**config.mk**
```make
export PLATFORM = sky130hd
export DESIGN_NAME = traffic_intersection_ctrl
export DESIGN_NICKNAME = d
export VERILOG_FILES = /design/src/rtl/traffic_pkg.sv /design/src/rtl/phase_timer.sv /design/src/rtl/traffic_intersection_ctrl.sv
export SDC_FILE = /design/constraint.sdc
export NUM_CORES = 1
export LEC_CHECK = 0
export ABC_AREA = 1
export CAP_MARGIN = 40
export CORE_MARGIN = 5
export CORE_UTILIZATION = 29
export CTS_CLUSTER_SIZE = 10
export DETAILED_ROUTE_END_ITERATION = 16
export PLACE_DENSITY = 0.51
export SLEW_MARGIN = 20
export SYNTH_ARGS = -nofsm -noshare
export SYNTH_HDL_FRONTEND = slang
export SYNTH_SLANG_ARGS = --single-unit
```
**constraint.sdc**
```tcl
create_clock -name clk -period 3.7 [get_ports clk]
set_clock_uncertainty 0.1 [all_clocks]
set_input_delay 0.37 -clock clk [delete_from_list [all_inputs] [get_ports clk]]
set_output_delay 0.37 -clock clk [all_outputs]
set_load 0.01 [all_outputs]
```
**src/rtl/traffic_pkg.sv**
```systemverilog
// Shared phase encoding and lamp decode for the intersection controller.
// Lamps are a pure function of phase (plus the flash blink bit).
package traffic_pkg;

    typedef enum logic [2:0] {
        NS_GREEN  = 3'd0,
        NS_YELLOW = 3'd1,
        ALL_RED_1 = 3'd2,
        EW_GREEN  = 3'd3,
        EW_YELLOW = 3'd4,
        ALL_RED_2 = 3'd5,
        PED_WALK  = 3'd6,
        FLASH     = 3'd7
    } phase_e;

    typedef struct packed {
        logic ns_red;
        logic ns_yellow;
        logic ns_green;
        logic ew_red;
        logic ew_yellow;
        logic ew_green;
        logic walk;
    } lamps_t;

    function automatic lamps_t decode_lamps(input phase_e ph, input logic blink);
        lamps_t l;
        l = '0;
        case (ph)
            NS_GREEN:  begin l.ns_green  = 1'b1; l.ew_red = 1'b1; end
            NS_YELLOW: begin l.ns_yellow = 1'b1; l.ew_red = 1'b1; end
            EW_GREEN:  begin l.ew_green  = 1'b1; l.ns_red = 1'b1; end
            EW_YELLOW: begin l.ew_yellow = 1'b1; l.ns_red = 1'b1; end
            ALL_RED_1,
            ALL_RED_2: begin l.ns_red = 1'b1; l.ew_red = 1'b1; end
            PED_WALK:  begin l.ns_red = 1'b1; l.ew_red = 1'b1; l.walk = 1'b1; end
            FLASH:     begin l.ns_yellow = blink; l.ew_yellow = blink; end
        endcase
        return l;
    endfunction

endpackage

```
**src/rtl/phase_timer.sv**
```systemverilog
// Loadable down-counter: load wins over tick, counting stops at zero.
// zero_o flags the last tick of the current phase.
module phase_timer #(
    parameter int             TW      = 8,
    parameter logic [TW-1:0]  RST_VAL = '0
) (
    input  logic          clk,
    input  logic          reset,
    input  logic          load_i,
    input  logic [TW-1:0] load_val_i,
    input  logic          tick_i,
    output logic          zero_o
);

    logic [TW-1:0] count_q;

    always_ff @(posedge clk) begin
        if (reset) begin
            count_q <= RST_VAL;
        end else if (load_i) begin
            count_q <= load_val_i;
        end else if (tick_i && (count_q != '0)) begin
            count_q <= count_q - 1'b1;
        end
    end

    assign zero_o = (count_q == '0);

endmodule

```
**src/rtl/traffic_intersection_ctrl.sv**
```systemverilog
// Two-way intersection controller with pedestrian walk and night flashing mode.
// Phase timing advances only on tick; lamps are registered from the next phase.
module traffic_intersection_ctrl
    import traffic_pkg::*;
#(
    parameter int TW       = 8,
    parameter int T_GREEN  = 20,
    parameter int T_YELLOW = 3,
    parameter int T_ALLRED = 2,
    parameter int T_WALK   = 10
) (
    input  logic       clk,
    input  logic       reset,
    input  logic       tick,
    input  logic       ped_req,
    input  logic       night_mode,
    output logic       ns_red,
    output logic       ns_yellow,
    output logic       ns_green,
    output logic       ew_red,
    output logic       ew_yellow,
    output logic       ew_green,
    output logic       walk,
    output logic [2:0] phase
);

    localparam longint DMAX = (longint'(1) << TW) - 1;
    localparam bit DUR_OK = (TW >= 1) && (TW <= 31)
                         && (T_GREEN  >= 1) && (T_GREEN  <= DMAX)
                         && (T_YELLOW >= 1) && (T_YELLOW <= DMAX)
                         && (T_ALLRED >= 1) && (T_ALLRED <= DMAX)
                         && (T_WALK   >= 1) && (T_WALK   <= DMAX);

    if (!DUR_OK) begin : g_bad_duration
        $fatal(1, "traffic_intersection_ctrl: every duration must lie in [1, 2**TW-1]");
    end

    localparam logic [TW-1:0] LD_GREEN  = TW'(T_GREEN  - 1);
    localparam logic [TW-1:0] LD_YELLOW = TW'(T_YELLOW - 1);
    localparam logic [TW-1:0] LD_ALLRED = TW'(T_ALLRED - 1);
    localparam logic [TW-1:0] LD_WALK   = TW'(T_WALK   - 1);

    phase_e        state_q, state_d;
    phase_e        ret_q, ret_d;
    logic          ped_q, ped_d;
    logic          blink_q, blink_d;
    lamps_t        lamps_q;
    logic          timer_zero;
    logic          expire;
    logic          load;
    logic [TW-1:0] load_val;

    phase_timer #(
        .TW      (TW),
        .RST_VAL (LD_ALLRED)
    ) u_timer (
        .clk        (clk),
        .reset      (reset),
        .load_i     (load),
        .load_val_i (load_val),
        .tick_i     (tick),
        .zero_o     (timer_zero)
    );

    assign expire = tick && timer_zero;

    always_comb begin
        state_d  = state_q;
        ret_d    = ret_q;
        blink_d  = blink_q;
        ped_d    = ped_q | (ped_req && (state_q != PED_WALK) && (state_q != FLASH));
        load_val = '0;
        case (state_q)
            NS_GREEN:  if (expire) state_d = NS_YELLOW;
            NS_YELLOW: if (expire) state_d = ALL_RED_1;
            EW_GREEN:  if (expire) state_d = EW_YELLOW;
            EW_YELLOW: if (expire) state_d = ALL_RED_2;
            ALL_RED_1,
            ALL_RED_2: begin
                if (expire) begin
                    // Remember which green the clearance was heading for, so a walk can resume it.
                    ret_d = (state_q == ALL_RED_1) ? EW_GREEN : NS_GREEN;
                    if (ped_q)           state_d = PED_WALK;
                    else if (night_mode) state_d = FLASH;
                    else                 state_d = ret_d;
                end
            end
            PED_WALK:  if (expire) state_d = night_mode ? FLASH : ret_q;
            FLASH: begin
                if (tick) begin
                    blink_d = ~blink_q;
                    if (!night_mode) state_d = ALL_RED_2;
                end
            end
        endcase

        if ((state_d != state_q) && ((state_d == PED_WALK) || (state_d == FLASH))) begin
            ped_d = 1'b0;
        end

        load = (state_d != state_q);
        case (state_d)
            NS_GREEN, EW_GREEN:   load_val = LD_GREEN;
            NS_YELLOW, EW_YELLOW: load_val = LD_YELLOW;
            ALL_RED_1, ALL_RED_2: load_val = LD_ALLRED;
            PED_WALK:             load_val = LD_WALK;
            FLASH:                load_val = '0;
        endcase
    end

    always_ff @(posedge clk) begin
        if (reset) begin
            state_q <= ALL_RED_2;
            ret_q   <= NS_GREEN;
            ped_q   <= 1'b0;
            blink_q <= 1'b0;
            lamps_q <= decode_lamps(ALL_RED_2, 1'b0);
        end else begin
            state_q <= state_d;
            ret_q   <= ret_d;
            ped_q   <= ped_d;
            blink_q <= blink_d;
            lamps_q <= decode_lamps(state_d, blink_d);
        end
    end

    assign ns_red    = lamps_q.ns_red;
    assign ns_yellow = lamps_q.ns_yellow;
    assign ns_green  = lamps_q.ns_green;
    assign ew_red    = lamps_q.ew_red;
    assign ew_yellow = lamps_q.ew_yellow;
    assign ew_green  = lamps_q.ew_green;
    assign walk      = lamps_q.walk;
    assign phase     = state_q;

endmodule

```
### Word-level counts from Yosys, hierarchy flattened

Memory sizes are Yosys's and may differ from the RTL's.
Index checks and enable logic that the tools add are counted.

* add/sub/neg operators: 1
* equal/unequal tests: 17
* muxes and demuxes: 24
* bitwise operators: 2
* reduce and logical (&&, ||, !) cells: 16

Operators with widths (count)
* 3-bit 2-to-1 mux: 11
* 3-bit equality test (second input constant): 8
* 3-bit one-hot mux with 7 select lines: 1
* 8-bit 2-to-1 mux: 2
* 3-bit by 2-bit equality test with 1-bit output (second input constant): 4
* 5-bit OR reduction: 2
* 8-bit logical NOT: 1
* 8-bit nonzero test: 1
* 8-bit by 1-bit subtractor with 8-bit output (second input constant): 1
* 1-bit 2-to-1 mux: 7
* 3-bit by 1-bit equality test with 1-bit output (second input constant): 2
* 3-bit logical NOT: 2
* 3-bit inequality test (second input constant): 2
* 1-bit logical AND: 5
* 1-bit one-hot mux with 2 select lines: 2
* 2-bit OR reduction: 2
* 3-bit inequality test: 1
* 2-bit 2-to-1 mux: 1
* 2-bit AND reduction: 1
* 2-bit nonzero test: 1
* 1-bit logical OR: 1
* 1-bit inverter: 1
* 1-bit bitwise OR: 1

* register bits after elaboration: 23
* memory bits (read-only): 32
* input bits: 5
* output and inout port bits: 10
* memories: 1

Memories
* (no name shown): words 8, width 4, rd ports 1, clocked after memory_dff 0, wr ports 0, RTL line traffic_intersection_ctrl.sv:102 `case (state_d)`

### Longest topological paths before layout

* word-level depth: 10
* gate-level depth with buffers: 17

### Cells and area by module

From an unflattened synthesis, not the netlist that was laid out.

* cell total of the unflattened synthesis: 232
* area total of the unflattened synthesis: 1477.7 µm²

Modules (own cells, without submodules)
* traffic_intersection_ctrl: times used 1, cells an instance 129, area each 877.1 µm², seq. area each 260.2 µm²
* phase_timer: times used 1, cells an instance 103, area each 600.6 µm², seq. area each 160.2 µm²

### Least setup slack after synthesis

No wires, ideal clock.

* path type: flip-flop to flip-flop
* start point: register u_timer.count_q[0]
* end point: register u_timer.count_q[4]
* arrival time: 1.862 ns
* setup slack: 1.626 ns
* cell stages (with the launch flop): 18
* path through: dfxtp_1 -> inv_1 -> ha_1 -> nand2_1 -> nor2_4 -> nand2_1 -> nand2_1 -> nand2_1 -> nor2_4 -> nand3_4 -> inv_1 -> ha_1 -> inv_1 -> nor2_1 -> nand2_1 -> nand2_1 -> nor2_1 -> nor2_1

* longest elaborated chain between the ends: 6

RTL lines
* from (decl): RTL line phase_timer.sv:15 `logic [TW-1:0] count_q;`
* from (signal assigned): RTL line phase_timer.sv:21 `count_q <= load_val_i;`
* from (signal assigned): RTL line phase_timer.sv:23 `count_q <= count_q - 1'b1;`
* 8-bit logical NOT (*): RTL line phase_timer.sv:27 `assign zero_o = (count_q == '0);`
* 1-bit logical AND (*): RTL line traffic_intersection_ctrl.sv:65 `assign expire = tick && timer_zero;`
* 3-bit 2-to-1 mux, or another cell as far along: RTL line traffic_intersection_ctrl.sv:88 `PED_WALK: if (expire) state_d = night_mode ? FLASH : ret_q;`
* 3-bit one-hot mux with 7 select lines (*): RTL line traffic_intersection_ctrl.sv:73 `case (state_q)`
* named net state_d[1]: RTL line traffic_intersection_ctrl.sv:43 `phase_e state_q, state_d;`
* memory read 8 x 4 bit / 3-bit inequality test (equally long branches)
* 8-bit 2-to-1 mux / 2-bit nonzero test (equally long branches)

Mark *: on every way through the listed nets, which the timed path passes. The rest lies on a longest branch. The select of a mux whose other input is x is not followed.
A chain may end at the register's enable or synchronous reset.

### Worst setup path in the final report

* start point: register u_timer.count_q[0]
* end point: register u_timer.count_q[3]

Same word-level chain as after synthesis.

==> flow_results.xml <==
<?xml version="1.0" encoding="UTF-8"?>
<metrics>
  <group name="sta">
    <metric name="hold_viol_final" unit="">0</metric>
    <metric name="worst_slew_margin_rel" unit="%">65.14</metric>
    <metric name="period_needed" unit="ns">2.451</metric>
    <metric name="grt_setup_unrepaired" unit="">no</metric>
    <metric name="max_freq" unit="GHz">0.4079</metric>
    <metric name="tns" unit="ns">0</metric>
    <metric name="finalMaxSlewViolations" unit="">0</metric>
    <metric name="worstMarginPinSlew" unit="ns">0.5213</metric>
    <metric name="final-setup-viol-count" unit="">0</metric>
    <metric name="final_min_period_over_clock_period" unit="%">66.25</metric>
  </group>
  <group name="floorplan">
    <metric name="design.portCount" unit="">15</metric>
    <metric name="core.rowCount" unit="">25</metric>
    <metric name="die_x" unit="um">79.14</metric>
    <metric name="floorplan.die_area" unit="um^2">6263</metric>
    <metric name="core" unit="um^2">4692</metric>
    <metric name="initial_utilization" unit="%">29.55</metric>
    <metric name="die_y" unit="um">79.14</metric>
  </group>
  <group name="global_routing">
    <metric name="grt_start_max_net_pins" unit="">13</metric>
    <metric name="antenna_violations_before_repair" unit="">0</metric>
    <metric name="global_route_wire_length_before_repair" unit="um">5561</metric>
    <metric name="gr-usage-all-layers" unit="%">11.22</metric>
    <metric name="grt_pass1_vias" unit="">1269</metric>
    <metric name="overflow" unit="">0</metric>
  </group>
  <group name="drt">
    <metric name="drcViolationCount" unit="">0</metric>
    <metric name="drt.antenna.violating_nets" unit="">0</metric>
    <metric name="mean_routed_wirelength_per_cell" unit="um">12.00</metric>
    <metric name="detail_route.iter0.violations" unit="">27</metric>
    <metric name="vias_per_cell" unit="">4.662</metric>
    <metric name="route.vias.total" unit="">1268</metric>
    <metric name="first_pass_iters" unit="">4</metric>
    <metric name="postRouteWirelength" unit="um">3265</metric>
  </group>
  <group name="finish">
    <metric name="finalNetCount" unit="">230</metric>
    <metric name="num_antenna_cells" unit="">0</metric>
    <metric name="mostFrequentLayoutCells" unit="">sky130_fd_sc_hd__nand2_1, sky130_fd_sc_hd__inv_1, sky130_fd_sc_hd__nor2_1, sky130_fd_sc_hd__dfxtp_1, sky130_fd_sc_hd__clkdlybuf4s50_1</metric>
    <metric name="final_util" unit="%">34.53</metric>
    <metric name="area_growth_syn_to_layout" unit="%">16.88</metric>
    <metric name="layout.cells.most_common" unit="">sky130_fd_sc_hd__nand2_1</metric>
    <metric name="ratio_of_cells_with_drive_above_1_in_the_final_layout" unit="%">12.84</metric>
  </group>
  <group name="yosys">
    <metric name="synthDistinctLibCells" unit="">30</metric>
    <metric name="postSynthNetCount" unit="">214</metric>
    <metric name="postSynth.topFlopCell" unit="">sky130_fd_sc_hd__dfxtp_1</metric>
    <metric name="seq_area_frac_synth" unit="%">30.32</metric>
    <metric name="async_set_or_reset_flop_fraction_in_the_synthesized_netlist" unit="%">0</metric>
    <metric name="ys_warn_count" unit="">0</metric>
    <metric name="ys_seq_elements" unit="">21</metric>
    <metric name="synth_area_per_cell" unit="um^2">6.829</metric>
    <metric name="synth_area_leaders" unit="">sky130_fd_sc_hd__dfxtp_1, sky130_fd_sc_hd__nand2_1, sky130_fd_sc_hd__inv_1</metric>
    <metric name="postSynthCellCount" unit="">203</metric>
    <metric name="netlist_area" unit="um^2">1386</metric>
    <metric name="synth.top_cell.area_share" unit="%">30.32</metric>
    <metric name="synth_area_leader_cell" unit="">sky130_fd_sc_hd__dfxtp_1</metric>
    <metric name="synth-edff-count" unit="">0</metric>
  </group>
  <group name="clock_network">
    <metric name="clock_sinks" unit="">21</metric>
    <metric name="clk_pin_slew_worst_paths" unit="ns">0.08</metric>
    <metric name="htree_num_levels" unit="">1</metric>
    <metric name="cts.root.buffer_cell" unit="">sky130_fd_sc_hd__clkbuf_8</metric>
    <metric name="skew_pair_late_insertion_delay" unit="ns">0.26</metric>
    <metric name="post-cts-setup-buffer-count" unit="">0</metric>
    <metric name="cts-buffers-inserted" unit="">3</metric>
    <metric name="cts_tree" unit="">built</metric>
    <metric name="cts_resized" unit="">0</metric>
    <metric name="clk_path_buf_depth" unit="">2</metric>
    <metric name="cts-hold-fix-buffers" unit="">0</metric>
  </group>
  <group name="outcome">
    <metric name="run_status" unit="">completed</metric>
  </group>
  <group name="setup_path">
    <metric name="critPathCaptureType" unit="">register</metric>
    <metric name="worst_reg2reg_endpoint" unit="">u_timer.count_q[3]</metric>
    <metric name="critPathRequiredTime" unit="ns">3.77</metric>
    <metric name="last_element_of_the_critical_path" unit="">u_timer.count_q[3]</metric>
    <metric name="rr_startpoint" unit="">u_timer.count_q[0]</metric>
    <metric name="ff2ff_setup_slack" unit="ns">1.25</metric>
    <metric name="ff2ff_path_depth" unit="">15</metric>
    <metric name="cp-start-kind" unit="">register</metric>
    <metric name="criticalPathCategory" unit="">reg2reg</metric>
    <metric name="setup.worst_path.start" unit="">u_timer.count_q[0]</metric>
    <metric name="crit_fanout" unit="">11</metric>
    <metric name="worst-endpoint-arrival" unit="ns">2.52</metric>
  </group>
  <group name="pwr">
    <metric name="switching_power" unit="mW">0.8398</metric>
    <metric name="p_per_area" unit="nW/um^2">982.5</metric>
    <metric name="share_clk_of_total_power" unit="%">9.6</metric>
    <metric name="peakVddDrop" unit="uV">370.7</metric>
    <metric name="proportion_of_power_drawn_by_combinational_gates" unit="%">68.7</metric>
    <metric name="power_switching_share" unit="%">52.75</metric>
    <metric name="p_seq_share" unit="%">21.7</metric>
    <metric name="power.internal" unit="mW">0.7521</metric>
    <metric name="cellLeakagePower" unit="nW">0.7710</metric>
  </group>
  <group name="placement">
    <metric name="place.detailed.hpwl" unit="um">2553</metric>
    <metric name="portBuffers" unit="">14</metric>
    <metric name="finalWeightedCongestion" unit="">0.8367</metric>
  </group>
  <group name="run">
    <metric name="timing.max_cap.violations" unit="">0</metric>
  </group>
  <group name="hold_path">
    <metric name="timing.hold.worst.class" unit="">reg2reg</metric>
  </group>
</metrics>
-- critical path: stages, from the launching register on --
cell                      delay [ns]
sky130_fd_sc_hd__dfxtp_1        0.30
sky130_fd_sc_hd__inv_1          0.12
sky130_fd_sc_hd__ha_1           0.18
sky130_fd_sc_hd__nand2_1        0.09
sky130_fd_sc_hd__nor2_4         0.18
sky130_fd_sc_hd__nand2_2        0.12
sky130_fd_sc_hd__nand2_1        0.10
sky130_fd_sc_hd__o21ai_0        0.08
sky130_fd_sc_hd__inv_1          0.14
sky130_fd_sc_hd__nand3_4        0.13
sky130_fd_sc_hd__nand2_4        0.11
sky130_fd_sc_hd__nand4_2        0.27
sky130_fd_sc_hd__nor2_1         0.26
sky130_fd_sc_hd__nand2_1        0.07
sky130_fd_sc_hd__nand2_1        0.06
sky130_fd_sc_hd__nor2_1         0.04
-- registers in the layout (all words and copies together) (netlist names) --
| signal | cells |
|---|---|
| u_timer.count_q | 8 |
| phase | 3 |
| blink_q | 1 |
| ew_green | 1 |
| ew_red | 1 |
| ew_yellow | 1 |
| ns_green | 1 |
| ns_red | 1 |
| ns_yellow | 1 |
| ped_q | 1 |
| ret_q | 1 |
| walk | 1 |
-- how the worst min path moves through the flow --
stage	endpoint	startpoint	cells past startpoint
2_1_floorplan	ret_q[0]	ret_q[0]	2
3_3_place_gp	u_timer.count_q[7]	u_timer.count_q[7]	2
3_5_place_dp	u_timer.count_q[7]	u_timer.count_q[7]	2
4_1_cts	u_timer.count_q[7]	u_timer.count_q[7]	2
5_1_grt	ret_q[0]	ret_q[0]	2
6_report	u_timer.count_q[7]	u_timer.count_q[7]	2
-- metal layers --
metal  global-route usage, %  up-vias  wire [um]
li1                        -      676          -
met1                   14.12      561       1593
met2                   18.77       26       1501
met3                   2.381        5        128
met4                   4.124        0         42
met5                       0        -          0
-- area by class of cell --
class / instances / area [um^2]
well taps: 54 / 67.56
flip-flops and latches: 21 / 420.4
inverters: 30 / 112.6
clock buffers: 3 / 41.29
clock inverters: 1 / 5.005
repair buffers: 14 / 140.1
multi-input cells: 149 / 833.3
fillers: 520 / 3072
-- cell families after synthesis --
kind of cell               after synthesis  share of synthesized area, %
AOI/OAI and AO/OA                       20                         8.484
and+or+nand+nor                        116                         41.79
buffers and inverters                   33                         9.566
DFF                                     21                         30.32
adders and majority gates                6                         5.415
xor gates and xnor gates                 7                         4.422
-- power groups by stage --
stage	combinational, mW	clock [mW]	sequential (mW)
6_report	1.09	0.153	0.345
5_1_grt	1.28	0.169	0.353
4_1_cts	1.11	0.161	0.343
3_5_place_dp	1.10	0	0.348
3_3_place_gp	1.11	0	0.351
2_1_floorplan	0.873	0	0.344
-- per-stage QoR --
step	std cells	total power, mW	cell area, um^2	hold WS [ns]	worst slack [ns]
after floorplan	203	1.217	1386	0.3626	1.626
after global placement	268	1.460	1574	0.3966	1.015
after detailed placement	268	1.448	1574	0.3959	0.9937
after CTS	272	1.612	1620	0.4095	1.228
after global routing	272	1.801	1620	0.4357	0.9437
final	272	1.592	1620	0.4114	1.249
-- synth_stat cells, types with 2 or more instances --
master	n
sky130_fd_sc_hd__nand2_1	49
sky130_fd_sc_hd__nand3_4	2
sky130_fd_sc_hd__inv_1	28
sky130_fd_sc_hd__inv_2	2
sky130_fd_sc_hd__o21ai_0	5
sky130_fd_sc_hd__nor2_1	23
sky130_fd_sc_hd__nand4_1	8
sky130_fd_sc_hd__a21oi_1	10
sky130_fd_sc_hd__nand2_2	7
sky130_fd_sc_hd__nand3_1	11
sky130_fd_sc_hd__dfxtp_1	21
sky130_fd_sc_hd__ha_1	6
sky130_fd_sc_hd__nor2_4	2
sky130_fd_sc_hd__nor3_1	6
sky130_fd_sc_hd__xor2_1	6
sky130_fd_sc_hd__nor2_2	2
sky130_fd_sc_hd__nand3_2	2
Power figures use the tool's default switching activity.
